## config.mk

```make
export PLATFORM = sky130hd
export DESIGN_NAME = melody_sequencer_flat
export DESIGN_NICKNAME = d
export VERILOG_FILES = /design/src/rtl/melody_pkg.sv /design/src/rtl/melody_sequencer_if.sv /design/src/rtl/pitch_lut.sv /design/src/rtl/melody_sequencer.sv /design/src/flat_wrapper.sv
export SDC_FILE = /design/constraint.sdc
export NUM_CORES = 1
export LEC_CHECK = 0
export BUFFER_PORTS_ARGS = -buffer_cell sky130_fd_sc_hd__buf_2
export CAP_MARGIN = 20
export CORE_UTILIZATION = 40
export CTS_BUF_LIST = sky130_fd_sc_hd__clkbuf_8
export CTS_CLUSTER_DIAMETER = 50
export DETAILED_ROUTE_END_ITERATION = 8
export PLACE_DENSITY = 0.65
export SYNTH_ARGS = -nofsm -noshare
export SYNTH_HDL_FRONTEND = slang
export SYNTH_SLANG_ARGS = --single-unit
```

## constraint.sdc

```tcl
create_clock -name clk -period 3.8 [get_ports clk]
set_clock_uncertainty 0.1 [all_clocks]
set_input_delay 0.57 -clock clk [delete_from_list [all_inputs] [get_ports clk]]
set_output_delay 0.57 -clock clk [all_outputs]
set_load 0.005 [all_outputs]
```

## src/rtl/melody_pkg.sv

```systemverilog
// Shared types, codes and the pitch-to-period helper for the melody sequencer.
package melody_pkg;

  typedef enum logic [2:0] {StIdle, StWait, StDecode, StPlay, StGap, StDone} state_e;

  localparam logic [7:0]  REST_CODE = 8'h00;
  localparam logic [7:0]  END_CODE  = 8'hFF;
  localparam int unsigned NUM_PITCH = 36;

  // Equal temperament around A4 = 440 Hz (code 0x0A); elaboration-time only.
  function automatic logic [19:0] pitch_period(input int unsigned code, input int unsigned clk_hz);
    return 20'($rtoi(real'(clk_hz) / (880.0 * (2.0 ** ((real'(code) - 10.0) / 12.0)))) - 1);
  endfunction

endpackage

```

## src/rtl/melody_sequencer_if.sv

```systemverilog
// Control, note-ROM and generator-drive signals of the melody sequencer.
interface melody_sequencer_if #(
  parameter int unsigned ADDR_W = 8
);
  logic              start;
  logic              stop;
  logic              loop_en;
  logic [ADDR_W-1:0] rom_addr;
  logic [15:0]       rom_data;
  logic              pwm_en;
  logic [19:0]       pwm_param;
  logic              busy;
  logic              done;

  modport master (
    output start, stop, loop_en, rom_data,
    input  rom_addr, pwm_en, pwm_param, busy, done
  );

  modport slave (
    input  start, stop, loop_en, rom_data,
    output rom_addr, pwm_en, pwm_param, busy, done
  );
endinterface

```

## src/rtl/pitch_lut.sv

```systemverilog
// Combinational pitch code to half-period count; rests and out-of-range codes give 0.
module pitch_lut
  import melody_pkg::*;
#(
  parameter int unsigned CLK_HZ = 50_000_000
) (
  input  logic [7:0]  i_code,
  output logic [19:0] o_param,
  output logic        o_tone
);

  logic [19:0] w_table [64];

  for (genvar g = 0; g < 64; g++) begin : g_tab
    localparam logic [19:0] P = ((g >= 1) && (g <= NUM_PITCH)) ? pitch_period(g, CLK_HZ) : 20'd0;
    assign w_table[g] = P;
  end

  always_comb begin
    o_tone  = (i_code != REST_CODE) && (i_code <= 8'(NUM_PITCH));
    o_param = o_tone ? w_table[i_code[5:0]] : 20'd0;
  end

endmodule

```

## src/rtl/melody_sequencer.sv

```systemverilog
// Melody sequencer: walks a synchronous note ROM and times notes, gaps and rests
// to drive the enable/period inputs of a buzzer square-wave generator.
module melody_sequencer
  import melody_pkg::*;
#(
  parameter int unsigned CLK_HZ     = 50_000_000,
  parameter int unsigned BEAT_TICKS = 3_125_000,
  parameter int unsigned GAP_TICKS  = 500_000,
  parameter int unsigned ADDR_W     = 8
) (
  input  logic              clk,
  input  logic              rst_n,
  melody_sequencer_if.slave bus
);

  state_e            r_state, w_state_d;
  logic [31:0]       r_cnt, w_cnt_d;
  logic [ADDR_W-1:0] r_addr, w_addr_d;
  logic [19:0]       r_param, w_param_d;
  logic              r_pwm_en, w_pwm_en_d;
  logic              r_wrap, w_wrap_d;

  logic [7:0]  w_pitch;
  logic [7:0]  w_dur;
  logic [19:0] w_lut_param;
  logic        w_is_tone;
  logic        w_end;
  logic        w_cnt_last;
  logic [31:0] w_note_ticks;

  assign w_pitch      = bus.rom_data[15:8];
  assign w_dur        = (bus.rom_data[7:0] == 8'd0) ? 8'd1 : bus.rom_data[7:0];
  // Leaving the last address acts like an end marker instead of wrapping.
  assign w_end        = r_wrap || (w_pitch == END_CODE);
  assign w_cnt_last   = (r_cnt == 32'd1);
  assign w_note_ticks = 32'(w_dur) * 32'(BEAT_TICKS) - 32'(GAP_TICKS);

  pitch_lut #(
    .CLK_HZ(CLK_HZ)
  ) u_pitch_lut (
    .i_code (w_pitch),
    .o_param(w_lut_param),
    .o_tone (w_is_tone)
  );

  always_ff @(posedge clk or negedge rst_n) begin
    if (!rst_n) begin
      r_state  <= StIdle;
      r_cnt    <= '0;
      r_addr   <= '0;
      r_param  <= '0;
      r_pwm_en <= 1'b0;
      r_wrap   <= 1'b0;
    end else begin
      r_state  <= w_state_d;
      r_cnt    <= w_cnt_d;
      r_addr   <= w_addr_d;
      r_param  <= w_param_d;
      r_pwm_en <= w_pwm_en_d;
      r_wrap   <= w_wrap_d;
    end
  end

  always_comb begin : next_state
    w_state_d = r_state;
    if (bus.stop) begin
      w_state_d = StIdle;
    end else begin
      unique case (r_state)
        StIdle:   if (bus.start) w_state_d = StWait;
        StWait:   w_state_d = StDecode;
        StDecode: begin
          if (w_end) w_state_d = bus.loop_en ? StWait : StDone;
          else       w_state_d = StPlay;
        end
        StPlay:   if (w_cnt_last) w_state_d = StGap;
        StGap:    if (w_cnt_last) w_state_d = StDecode;
        StDone:   w_state_d = StIdle;
        default:  w_state_d = StIdle;
      endcase
    end
  end

  always_comb begin : datapath
    w_cnt_d    = r_cnt;
    w_addr_d   = r_addr;
    w_param_d  = r_param;
    w_pwm_en_d = r_pwm_en;
    w_wrap_d   = r_wrap;
    unique case (r_state)
      StIdle: begin
        if (bus.start) begin
          w_addr_d = '0;
          w_wrap_d = 1'b0;
        end
      end
      StDecode: begin
        if (w_end) begin
          w_wrap_d = 1'b0;
          if (bus.loop_en) w_addr_d = '0;
        end else begin
          // Period only moves here, while the generator is disabled.
          if (w_is_tone) w_param_d = w_lut_param;
          w_pwm_en_d = w_is_tone;
          w_cnt_d    = w_note_ticks;
        end
      end
      StPlay: begin
        if (w_cnt_last) begin
          w_pwm_en_d = 1'b0;
          w_cnt_d    = 32'(GAP_TICKS);
          if (&r_addr) w_wrap_d = 1'b1;
          else         w_addr_d = r_addr + 1'b1;
        end else begin
          w_cnt_d = r_cnt - 32'd1;
        end
      end
      StGap:   w_cnt_d = r_cnt - 32'd1;
      default: ;
    endcase
    if (bus.stop) begin
      w_cnt_d    = '0;
      w_addr_d   = r_addr;
      w_param_d  = r_param;
      w_pwm_en_d = 1'b0;
      w_wrap_d   = 1'b0;
    end
  end

  always_comb begin : outputs
    bus.busy      = (r_state != StIdle) && (r_state != StDone);
    bus.done      = (r_state == StDone);
    bus.rom_addr  = r_addr;
    bus.pwm_en    = r_pwm_en;
    bus.pwm_param = r_param;
  end

endmodule

```

## src/flat_wrapper.sv

```systemverilog
// flat-port wrapper written by rule: the top's interface ports become plain ports
module melody_sequencer_flat import melody_pkg::*;
#(
  parameter int unsigned CLK_HZ     = 50_000_000,
  parameter int unsigned BEAT_TICKS = 3_125_000,
  parameter int unsigned GAP_TICKS  = 500_000,
  parameter int unsigned ADDR_W     = 8
)
  (clk, rst_n, bus_start, bus_stop, bus_loop_en, bus_rom_data, bus_rom_addr, bus_pwm_en, bus_pwm_param, bus_busy, bus_done);
  melody_sequencer_if #(.ADDR_W(ADDR_W)) bus_i ();
  input  logic clk;
  input  logic rst_n;
  input wire logic [$bits(bus_i.start)-1:0] bus_start;
  input wire logic [$bits(bus_i.stop)-1:0] bus_stop;
  input wire logic [$bits(bus_i.loop_en)-1:0] bus_loop_en;
  input wire logic [$bits(bus_i.rom_data)-1:0] bus_rom_data;
  output wire logic [$bits(bus_i.rom_addr)-1:0] bus_rom_addr;
  output wire logic [$bits(bus_i.pwm_en)-1:0] bus_pwm_en;
  output wire logic [$bits(bus_i.pwm_param)-1:0] bus_pwm_param;
  output wire logic [$bits(bus_i.busy)-1:0] bus_busy;
  output wire logic [$bits(bus_i.done)-1:0] bus_done;
  assign bus_i.start = bus_start;
  assign bus_i.stop = bus_stop;
  assign bus_i.loop_en = bus_loop_en;
  assign bus_i.rom_data = bus_rom_data;
  assign bus_rom_addr = bus_i.rom_addr;
  assign bus_pwm_en = bus_i.pwm_en;
  assign bus_pwm_param = bus_i.pwm_param;
  assign bus_busy = bus_i.busy;
  assign bus_done = bus_i.done;
  melody_sequencer #(.CLK_HZ(CLK_HZ), .BEAT_TICKS(BEAT_TICKS), .GAP_TICKS(GAP_TICKS), .ADDR_W(ADDR_W)) u_core (.clk(clk), .rst_n(rst_n), .bus(bus_i));
endmodule
```

==> summary.md, run 1 <==
Using the TritonRoute via totals, the vias-per-cell ratio works out to 5.69. The synthesized design spends more area on one cell type than any other, namely sky130_fd_sc_hd__dfrtp_1. The floorplan step defined a die boundary enclosing 20100 sq um. The tools report the global-route congestion overflow total as 0. The clock passes through at most 2 buffers. The portion of synthesized area spent on multiplexers is 2.05%.

The die is 142 microns tall. The post-synth design cell area was 7820 sq um; the clock sink count was 62. The H-tree was split into 3 levels.

Wire length of the first global-routing pass: 39400 microns. Summed over all cells, the static leakage comes to 4.98 nW. Wires add up to 24400 microns. The clock insertion delay at the later pin of the skew report is 360 ps, and the minimum setup slack in the final design is -1870 ps. TritonCTS built the clock tree.

Of the total synthesized cell area, the portion taken by AND, OR, NAND and NOR gates is 20.6%. Yosys attributes the largest share of cell area to sky130_fd_sc_hd__dfrtp_1 (20%), sky130_fd_sc_hd__fa_1 (10%), sky130_fd_sc_hd__ha_1 (9.6%), sky130_fd_sc_hd__o21ai_0 (5.3%), sky130_fd_sc_hd__inv_1 (5.0%). Kind of path behind the tightest hold check: primary input to async pin. The synthesized-area fraction occupied by adder cells is 19.8%, and the number of warnings printed during yosys synthesis is 0.

For the number of buffers inserted by hold repair at cts, the log shows 0. The leading cell type in the layout, fill and taps excluded was sky130_fd_sc_hd__buf_4. The tools report the maximum number of pins on one net before global-route repair as 42. Number of enable flip-flop cells after synthesis: 0.

In this run the count of I/O pins placed on the die edge is 52. The max-slew violation count was 0; the relative max-transition margin was 46.0%. The logs give 593 for the violation count after the first detailed-routing iteration and 0 for the number of antenna violations at the first check in global routing.

Setup repair after global routing could not meet its margin everywhere. 0 antenna diodes ended up in the layout. The run finished, with violations left. Detailed placement ended at an HPWL of 18200 microns.

The final RePlAce weighted congestion came out at 0.921. STA classifies the critical path startpoint as a primary input. The logs give 1464 for the final cell count without fillers and 176 MHz for the maximum clock frequency. For this configuration, the core starts out at a cell density of 41.3%. The number of port buffers came out at 48. The post-synthesis cell type count is 83, and the complex-gate fraction of the synthesized area is 25.2%. In the synthesized netlist the dominant register cell turns out to be sky130_fd_sc_hd__dfrtp_1. The logs give 6 for the number of detailed-route iterations in the first pass and 9 for the total clock buffers created by CTS. Final critical-path required period: 5670 ps. The main combinational cell family by area after synthesis was compound AO/OA/AOI/OAI gates.

Global routing consumed, over all layers together, 24.3% of the routing resources. The worst setup path is captured at a register. The number of global-route vias before repair is 7956, and the fraction of registers with async set/reset is 100%. The tree is rooted in a sky130_fd_sc_hd__clkbuf_8. Data on the critical path arrives at its endpoint at 5840 ps.

The share of synthesized area in the top cell type comes to 19.8%. The gate count of the mapped netlist was 1001. The mean cell area of the mapped netlist works out to 7.82 sq um. The areal power density over the cells works out to 1010 nW/um^2.

For the setup-violating endpoint count in the final report, the log shows 21. The critical-path maximum fanout is 8. The top cell types in the final layout, fill and taps aside, are sky130_fd_sc_hd__buf_4 (170), sky130_fd_sc_hd__inv_1 (91), sky130_fd_sc_hd__nand2_1 (91).

The worst-case reg-to-reg path depth was 8. The worst register-to-register path ends at u_core.r_cnt[8]. Timing analysis after detailed placement gives a worst setup slack of -2430 ps.

After clock tree synthesis, the clock-pin slew on the worst setup and hold paths is 80 ps. Compared with the post-synthesis result, the final layout area differs by 37.8%. The number of DRC violations after detailed routing is 0.

The pin slew with the least headroom to its limit was 803 ps; the count of antenna-violating nets left after detailed routing was 0. The design draws 10.9 mW. The floorplan has 50 rows. The number of synthesized register bits is 62. The number of cells after detailed placement is 1416, and the per-cell routed wire length is 16.7 microns.

The worst reg-to-reg setup slack is 550 ps. The checks that failed: negative setup slack. The die is 142 microns wide. Max-cap violations in this run came to 0.

The post-synthesis share of cell area spent on xor and xnor gates was 4.14%; the final layout net count was 1320. The run gives 151 ps as the post-route worst hold slack. The startpoint of the lowest-slack register-to-register path was u_core.r_cnt[8]. The ratio of final minimum period to clock period is 149%.

The required time at the endpoint of the critical path came out at 3970 ps. The category of the critical setup timing path is primary input to register. The via count was 8326.

The hold violation count in the final report came out at 0. The placeable core region is 19000 sq um. The peak ir drop on the vdd network was 0.624 mV; the part of the Yosys area used for sequential elements was 19.8%.

The post-route netlist has 33.1% of its cells at a drive strength greater than 1.
metal layers:
layer,vias up,global-route usage (%),part of all wire [%]
met2,286,42.6,49
met5,-,0,0
met3,53,3.31,5.0
met4,0,6.45,2.8
met1,4021,31.3,43
li1,3966,-,-
synth_stat cells, types with 5 or more instances:
master / number
sky130_fd_sc_hd__fa_1: 40
sky130_fd_sc_hd__o22ai_1: 7
sky130_fd_sc_hd__o21a_1: 7
sky130_fd_sc_hd__a21o_1: 9
sky130_fd_sc_hd__ha_1: 60
sky130_fd_sc_hd__a221oi_1: 7
sky130_fd_sc_hd__inv_1: 104
sky130_fd_sc_hd__dfrtp_1: 62
sky130_fd_sc_hd__xor2_1: 7
sky130_fd_sc_hd__o21ai_0: 83
sky130_fd_sc_hd__mux2i_1: 7
sky130_fd_sc_hd__o211ai_1: 13
sky130_fd_sc_hd__nand2b_1: 7
sky130_fd_sc_hd__buf_2: 7
sky130_fd_sc_hd__nor4_1: 11
sky130_fd_sc_hd__xnor2_1: 30
sky130_fd_sc_hd__and3_1: 13
sky130_fd_sc_hd__o22a_1: 5
sky130_fd_sc_hd__nand4_1: 8
sky130_fd_sc_hd__nand2_1: 95
sky130_fd_sc_hd__nand3_1: 32
sky130_fd_sc_hd__a211oi_1: 15
sky130_fd_sc_hd__and2_1: 5
sky130_fd_sc_hd__a31oi_1: 10
sky130_fd_sc_hd__nor2_1: 71
sky130_fd_sc_hd__or3_1: 8
sky130_fd_sc_hd__nor2b_1: 8
sky130_fd_sc_hd__nor3_1: 36
sky130_fd_sc_hd__a22oi_1: 11
sky130_fd_sc_hd__clkbuf_1: 42
sky130_fd_sc_hd__o31ai_1: 8
sky130_fd_sc_hd__a21oi_1: 75
sky130_fd_sc_hd__a211o_1: 5
stage by stage:
stage	area, sq um	utilization [%]	TNS [ps]
2_1_floorplan	8150	-	-30200
3_3_place_gp	9650	50.9	-37620
3_5_place_dp	9650	50.9	-40290
4_1_cts	10500	55.2	-27870
5_1_grt	10800	56.9	-33620
6_report	10800	56.9	-30650
flip-flops by register name, indices dropped and copies added, names as in the netlist:
name                  cells
u_core.bus.pwm_en         1
u_core.bus.pwm_param     17
u_core.bus.rom_addr       8
u_core.r_cnt             32
u_core.r_state            3
u_core.r_wrap             1
final cells by class:
type                            count  area [sq um]
Clock buffer                        9           124
Clock inverter                      7          90.1
Fill cell                        1689          8170
Inverter                          105           409
Multi-Input combinational cell    778          6470
Sequential cell                    62          1550
Tap cell                          260           325
Timing Repair Buffer              243          1810
how the worst max path moves through the flow:
stage | start | to | slack, ps | cells after the start
floorplan | bus_rom_data[2] | u_core.r_cnt[28] | -1960 | 26
global placement | bus_rom_data[6] | u_core.r_cnt[28] | -2230 | 25
detailed placement | bus_rom_data[6] | u_core.r_cnt[30] | -2430 | 25
CTS | bus_rom_data[2] | u_core.r_cnt[30] | -1760 | 24
global route | bus_rom_data[2] | u_core.r_cnt[27] | -2050 | 25
finish | bus_rom_data[2] | u_core.r_cnt[27] | -1870 | 26
cells by family (layout without fill, tap and decap cells):
kind of cell | Yosys count | count (layout)
xor gates and xnor gates | 37 | 37
adders and majority gates | 100 | 100
DFF | 62 | 62
muxes | 13 | 13
and+or+nand+nor | 323 | 323
AOI/OAI and AO/OA | 302 | 302
buffers and inverters | 163 | 364
other | 1 | 3
critical path, stage by stage:
cell	delay (ps)
sky130_fd_sc_hd__buf_8	100
sky130_fd_sc_hd__inv_6	50
sky130_fd_sc_hd__ha_4	120
sky130_fd_sc_hd__nor4bb_4	360
sky130_fd_sc_hd__nand2_4	120
sky130_fd_sc_hd__nand2_4	90
sky130_fd_sc_hd__inv_4	40
sky130_fd_sc_hd__fa_2	620
sky130_fd_sc_hd__inv_2	50
sky130_fd_sc_hd__fa_1	470
sky130_fd_sc_hd__inv_1	50
sky130_fd_sc_hd__fa_1	490
sky130_fd_sc_hd__inv_2	40
sky130_fd_sc_hd__fa_1	520
sky130_fd_sc_hd__inv_2	50
sky130_fd_sc_hd__ha_4	330
sky130_fd_sc_hd__nand4_1	140
sky130_fd_sc_hd__a21oi_2	200
sky130_fd_sc_hd__buf_4	150
sky130_fd_sc_hd__a21oi_4	50
sky130_fd_sc_hd__xnor2_2	190
sky130_fd_sc_hd__a2111oi_4	350
sky130_fd_sc_hd__buf_4	190
sky130_fd_sc_hd__and4_1	190
sky130_fd_sc_hd__nor3_1	70
sky130_fd_sc_hd__o31ai_1	220
report_power, final:
group | switching [mW] | internal, mW
clock network | 0.277 | 0.365
logic | 4.66 | 4.51
registers | 0.185 | 0.855
total | 5.13 | 5.73
timing repair:
item / CTS / global route
resized for setup: 93 / 56
pin swaps: 44 / 41
setup endpoints to repair: 20 / 21
setup buffers: 20 / 22
Note: power is estimated with default switching activity, not from simulation.
==> run 2, diff against run 1 <==
PLACE_DENSITY = 0.69   (was 0.65)
clock period = 5.5 ns   (was 3.8 ns; I/O delays follow)
==> summary.md, run 2 (synthesis results as in run 1) <==
The category of the critical setup timing path was primary input to register. The setup-violating endpoint count in the final report is 10 (-52%). The global-route total usage across every layer was 23.3% (-1.1 points); the count of standard-cell rows was 50 (unchanged).

Setup repair after global routing could not meet its margin everywhere. The placeable core region was 19000 sq um (unchanged). The worst reg-to-reg setup slack was 1940 ps (+1390 ps). The top register by number of flip-flops was u_core.r_cnt.

The pin slew with the least headroom to its limit works out to 890 ps (+87.1 ps). The max-cap violation count was 0 (unchanged). For the clock insertion delay at the later pin of the skew report, the log shows 340 ps (-20 ps). In the finished design, the share of the clock period the worst path needs comes to 107%. The number of H-tree levels came out at 3 (unchanged). The post-CTS clock slew at the launch and capture registers of the worst setup and hold paths is 70 ps (about the same), and the wire length of the first global-routing pass is 37900 microns (-3.7%). The per-cell routed wire length was 16.3 microns (-2.2%); the number of port buffers was 48 (unchanged).

The required time at the endpoint of the critical path was 5620 ps (+1650 ps). The relative contribution of sequential cells to total power was 10.3% (+0.7 points); the relative area change from synthesis to final layout was 29.9%. The logs give 5.0% (-0.9 points) for the clock share of power and 9 (unchanged) for the total clock buffers created by CTS. The clock sink count was 62 (unchanged). The minimum setup slack after placement came out at -843 ps (+1590 ps). For the number of cells after detailed placement, the log shows 1391 (-1.8%). For this run, the top clock speed supported by timing is 171 MHz. The number of flip-flops under the largest register name works out to 32 (unchanged). The combinational cell fraction of total power was 84.7% (+0.2 points); the share of cells above drive strength 1 was 28.5% (-4.7 points). Among the stages of the critical path, the cell type that occurs most often is sky130_fd_sc_hd__inv_2. For the critical path arrival, the log shows 5980 ps (+140 ps). The top cell types in the final layout, fill and taps aside, are sky130_fd_sc_hd__buf_4 (143), sky130_fd_sc_hd__inv_1 (95), sky130_fd_sc_hd__nand2_1 (91). The switching portion of total power works out to 48.7% (+1.5 points).

The final RePlAce weighted congestion is 0.890 (-3.4%), and the internal power of the cells is 3.57 mW (-38%). Number of detailed-route iterations in the first pass: 5 (-1). The critical path's largest stage delay came out at 570 ps (-50 ps). The run gives 41.3% (unchanged) as the initial standard-cell utilization of the core. The count of fill cells added during filler insertion was 1698 (+0.53%); the critical-path maximum fanout was 6 (-2).

Global-route congestion overflow total: 0 (unchanged). For the number of placed I/O pins, the log shows 52 (unchanged). The logs give 1422 (-2.9%) for the final cell count without fillers and 1278 (-3.2%) for the final layout net count. The die area is 20100 sq um (unchanged), and the number of antenna violations at the first check in global routing is 0 (unchanged). The run gives 0 (unchanged) as the antenna cell count. TritonCTS built the clock tree. Leaving out fill and tap cells, the most frequent cell in the layout is sky130_fd_sc_hd__buf_4.

The tools report the post-route worst hold slack as 373 ps (+223 ps). For the maximum number of pins on one net before global-route repair, the log shows 63 (+50%). For the minimum setup slack in the final design, the log shows -360 ps (+1510 ps). For the post-DP HPWL, the log shows 17300 microns (-5.0%).

For the final wirelength, the log shows 23200 microns (-5.0%). Clock tree synthesis selected as its root buffer the cell sky130_fd_sc_hd__clkbuf_8. The number of buffers on the longest clock path is 2 (unchanged).

The slowest stage of the critical path belongs to the cell sky130_fd_sc_hd__fa_2. The logs give 0 (unchanged) for the number of buffers inserted by hold repair at cts and 40.5% (-5.5 points) for the relative max-transition margin. Post-route core utilization: 53.6% (-3.3 points). The via count is 8126 (-2.4%). The max-slew violation count was 0 (unchanged); the vertical extent of the die was 142 microns (unchanged).

Chip width: 142 microns (unchanged). The run gives 645 (+8.8%) as the violation count after the first detailed-routing iteration. For the count of antenna-violating nets left after detailed routing, the log shows 0 (unchanged). The number of global-route vias before repair was 7725 (-2.9%). The checks that failed: negative setup slack.

STA classifies the critical path startpoint as a primary input. The worst setup path is captured at a register. The final critical-path required period was 5860 ps. The hold violation count in the final report came out at 0 (unchanged). The flow ran to the end, but the final reports show violations. The areal power density over the cells was 684 nW/um^2 (-32%).

The min-delay analysis places its worst path in the category register to register. Via count normalized by instance count: 5.71 (+0.48%). The logs give 4.69 nW (-5.7%) for the leakage power and 3.39 mW (-34%) for the power dissipated by switching net loads.

The tools report the number of DRC violations after detailed routing as 0 (unchanged). The run gives 0.431 mV (-31%) as the peak ir drop on the vdd network.
## run 2: layer usage
metal / up-vias / routed length (microns) / GRT usage, %
li1: 3879 / - / -
met1: 3907 / 10000 / 30.6
met2: 292 / 11100 / 38.7
met3: 48 / 1460 / 3.71
met4: 0 / 609 / 7.81
met5: - / 0 / 0
## run 2: worst max-delay path, delay by kind of cell
family          cells  cell delay (ps)
fa+ha+maj           6             2500
compound gates      4             1050
simple gates        6              840
buf+inv            10              760
## run 2: cell type report
type / instances / area [sq um] / area share [%]
flip-flops and latches: 62 / 1550 / 15.3
multi-input cells: 778 / 6270 / 61.7
repair buffers: 201 / 1450 / 14.2
clock inverters: 7 / 42.5 / 0.418
well taps: 260 / 325 / 3.20
inverters: 105 / 404 / 3.98
clock buffers: 9 / 124 / 1.22
## run 2: repair_timing
action	4_1_cts	5_1_grt
pin swaps	19	37
setup buffers	8	7
endpoints found under the setup margin	15	17
gates resized for setup	46	57
## run 2: final timing paths
| check | start | to | cells past startpoint |
|---|---|---|---|
| worst max register to register | u_core.r_cnt[8] | u_core.r_cnt[22] | 8 |
| min in group asynchronous | rst_n | u_core.bus.rom_addr[7] | 2 |
| worst min register to register | u_core.bus.pwm_param[12] | u_core.bus.pwm_param[12] | 1 |
| worst max-delay path | bus_rom_data[2] | u_core.r_cnt[28] | 26 |
| worst min-delay path | u_core.bus.pwm_param[12] | u_core.bus.pwm_param[12] | 1 |
| max in group asynchronous | rst_n | u_core.r_cnt[30] | 2 |
## run 2: power by group through the flow
stage / Combinational [mW] / Sequential, mW / Clock, mW
after floorplan: 3.07 / 0.687 / 0
after global placement: 4.79 / 0.719 / 0
after detailed placement: 4.83 / 0.721 / 0
after CTS: 5.27 / 0.714 / 0.353
after global routing: 6.40 / 0.738 / 0.372
final: 5.89 / 0.719 / 0.346
## run 2: metrics by stage
step	total power, mW	instance area, sq um	setup TNS (ps)
global placement	5.51	9370	-9260
finish	6.96	10200	-2920
floorplan	3.76	8060	-4710
detailed placement	5.55	9370	-10360
global route	7.51	10200	-5430
CTS	6.33	9840	-2000
==> run 3, diff against run 2 <==
==> constraint.sdc (replaced) <==
create_clock -name clk -period 7.4 [get_ports clk]
set_clock_uncertainty 0.1 [all_clocks]
set_input_delay 0.74 -clock clk [delete_from_list [all_inputs] [get_ports clk]]
set_output_delay 0.74 -clock clk [all_outputs]
set_load 0.005 [all_outputs]
==> summary.md, run 3 (synthesis results as in run 1) <==
The global-route total usage across every layer was 21.3% (-2.0 points). The areal power density over the cells was 418 nW/um^2 (-39%). The worst register-to-register path begins at u_core.r_cnt[8]. The total clock buffers created by CTS was 9 (unchanged). The initial standard-cell utilization of the core was 41.3% (unchanged); the via count normalized by instance count was 5.83 (+2.1%). The run gives 0 ps (+2920 ps) as the summed negative setup slack over all endpoints. Number of placed I/O pins: 52 (unchanged). The leakage power is 3.87 nW (-18%), and the internal power of the cells is 1.63 mW (-54%). The worst register-to-register path ends at u_core.r_cnt[22]. The hold violation count in the final report was 0 (unchanged).

The number of DRC violations after detailed routing was 0 (unchanged). The ratio of final minimum period to clock period was 91.4%. Setup repair after global routing left no endpoint under its margin. The number of port buffers was 48 (unchanged); the instance count along the most critical hold path was 2 (+1). The number of gates resized after CTS was 0 (-100%). For the power dissipated by switching net loads, the log shows 1.88 mW (-45%). The critical path arrival was 6960 ps (+980 ps); the count of antenna-violating nets left after detailed routing was 0 (unchanged). For the maximum number of pins on one net before global-route repair, the log shows 63 (unchanged). For the wire length on met3, the log shows 1320 microns (-9.3%). The final wirelength was 20600 microns (-11%); the max-cap violation count was 0 (unchanged). The post-CTS setup-driven buffer insertion count came out at 0 (-8). For the post-DP HPWL, the log shows 15900 microns (-8.0%). The wire length the detailed router placed on met1 was 9380 microns (-6.6%). The final layout net count is 1131 (-12%).

For this run, the top clock speed supported by timing is 148 MHz. Walking the worst path, the cells encountered are buf_2 -> inv_1 -> ha_1 -> nor4bb_1 -> nand2_1 -> nand2_1 -> inv_1 -> fa_1 -> fa_1 -> inv_1 -> fa_1 -> fa_1 -> inv_1 -> ha_1 -> a211oi_1 -> nor3_1 -> a2111oi_0 -> nand3_1 -> a2111oi_4 -> nand3b_1 -> nor3_1 -> a31o_2. The logs give 40.6% (+0.093 points) for the relative max-transition margin and 7438 (-8.5%) for the via count.

The highest metal layer carrying signal wires in the routed design is met4. u_core.r_cnt holds more flip-flops than any other register. The post-CTS clock slew at the launch and capture registers of the worst setup and hold paths is 80 ps (about the same), and the critical-path maximum fanout is 10 (+4). For hold timing, the worst endpoint is u_core.bus.pwm_param[1]. The antenna cell count is 0 (unchanged).

The chip width is 142 microns (unchanged). The tools report the number of buffers on the longest clock path as 2 (unchanged). In the layout the commonest cells are sky130_fd_sc_hd__inv_1 (104), sky130_fd_sc_hd__nand2_1 (95), sky130_fd_sc_hd__o21ai_0 (83).

The post-route worst hold slack is 374 ps (+0.398 ps). The wire length of the first global-routing pass was 34700 microns (-8.4%). For the count of standard-cell rows, the log shows 50 (unchanged). The worst hold path belongs to the class register to register.

The critical path in this run is classified as primary input to register. On the critical path, the stage with the largest delay is an instance of sky130_fd_sc_hd__fa_1. The worst-case reg-to-reg path depth is 8 (unchanged), and the number of global-route vias before repair is 7035 (-8.9%). The combinational cell fraction of total power came out at 75.7% (-9.0 points). The minimum setup slack in the final design came out at 638 ps (+998 ps).

The setup-violating endpoint count in the final report was 0 (-10); the per-cell routed wire length was 16.1 microns (-1.0%). The required time at the endpoint of the critical path came out at 7600 ps (+1980 ps). The number of antenna violations at the first check in global routing was 0 (unchanged); the max-slew violation count was 0 (unchanged). The critical path's largest stage delay is 590 ps (+20 ps).

The run gives 20100 sq um (unchanged) as the die area. The switching portion of total power is 53.5% (+4.7 points), and the violation count after the first detailed-routing iteration is 649 (+0.62%). The worst reg-to-reg setup slack was 3850 ps (+1910 ps); the share of cells above drive strength 1 was 9.85% (-19 points). The run gives 383 ps (+1230 ps) as the minimum setup slack after placement.

The number of flip-flops under the largest register name was 32 (unchanged). The run gives 62 (unchanged) as the clock sink count. For the number of buffers inserted by hold repair at cts, the log shows 0 (unchanged).

The capturing element type of the critical path is a register. The number of H-tree levels came out at 3 (unchanged). Placeable core region: 19000 sq um (unchanged). The logs give 0.192 mV (-55%) for the peak ir drop on the vdd network and 9350 microns (-16%) for the wire length on met2.

The vertical extent of the die was 142 microns (unchanged). In this run the most critical hold path is launched from u_core.bus.pwm_param[1]. The root buffer cell chosen for the clock tree is sky130_fd_sc_hd__clkbuf_8. The library cell used most frequently in the layout, excluding fill and tap cells, is sky130_fd_sc_hd__inv_1. The final critical-path required period was 6760 ps. The run gives 350 ps (about the same) as the clock insertion delay at the later pin of the skew report. The tools report the clock share of power as 9.1% (+4.1 points). The pin slew with the least headroom to its limit came out at 889 ps (-1.39 ps). The flow ran to the end, and the final reports show no timing, DRC or antenna violations.

On the critical path the largest part of the delay comes from adder cells. The number of buffer and inverter stages on the critical path is 5 (-5), and the final RePlAce weighted congestion is 0.878 (-1.4%). The relative contribution of sequential cells to total power was 15.2% (+4.9 points). TritonCTS built the clock tree.

The global-route congestion overflow total is 0 (unchanged), and the relative area change from synthesis to final layout is 7.29%. The worst setup path is launched from a primary input. The number of detailed-route iterations in the first pass is 5 (unchanged).
run 3: cell types whose count changed in the layout (fill, tap and decap cells not counted), sizes merged:
cell,previous run,this run
buf,201,53
bufinv,0,1
clkbuf,9,11
clkinv,5,2
clkinvlp,2,3
run 3: worst register-to-register path, delay by kind of cell (launching register included):
family           cells  cell delay, ps
AO/OA/AOI/OAI        4             720
AND/OR/NAND/NOR      4            2150
flip-flops           1             450
run 3: cell type report:
type / instances / area [sq um]
fill: 1909 / 10600
multi-input combinational: 778 / 5630
tap: 260 / 325
clock buffer: 10 / 138
inverter: 105 / 394
clock inverter: 6 / 70.1
sequential: 62 / 1550
timing repair buffer: 54 / 283
run 3: worst max-delay path by stage:
stage | from | to | slack, ps | cells past startpoint
after CTS | bus_rom_data[6] | u_core.r_cnt[30] | 730 | 22
after global placement | bus_rom_data[6] | u_core.r_cnt[30] | 560 | 24
final | bus_rom_data[6] | u_core.r_cnt[30] | 640 | 22
after global routing | bus_rom_data[6] | u_core.r_cnt[30] | 180 | 22
after detailed placement | bus_rom_data[6] | u_core.r_cnt[30] | 380 | 22
after floorplan | bus_rom_data[2] | u_core.r_cnt[25] | 870 | 26
run 3: power by group through the flow:
stage                     Clock, mW  Combinational (mW)  Sequential (mW)
after CTS                     0.322                2.63            0.531
after detailed placement          0                2.62            0.537
after global routing          0.335                2.98            0.546
after floorplan                   0                2.06            0.511
after global placement            0                2.60            0.535
final                         0.320                2.66            0.535
run 3: metal layers:
| metal | global-route usage, % | vias to the layer above |
|---|---|---|
| met3 | 3.17 | 37 |
| met1 | 29.1 | 3516 |
| met5 | 0 | - |
| met2 | 34.2 | 288 |
| li1 | - | 3597 |
| met4 | 7.64 | 0 |
run 3: through the flow:
stage	power [mW]	std cells	area, sq um	utilization, %
global route	3.86	1275	8390	44.3
global placement	3.13	1258	8180	43.2
CTS	3.48	1274	8390	44.3
floorplan	2.57	1003	7830	-
detailed placement	3.15	1258	8180	43.2
finish	3.51	1275	8390	44.3
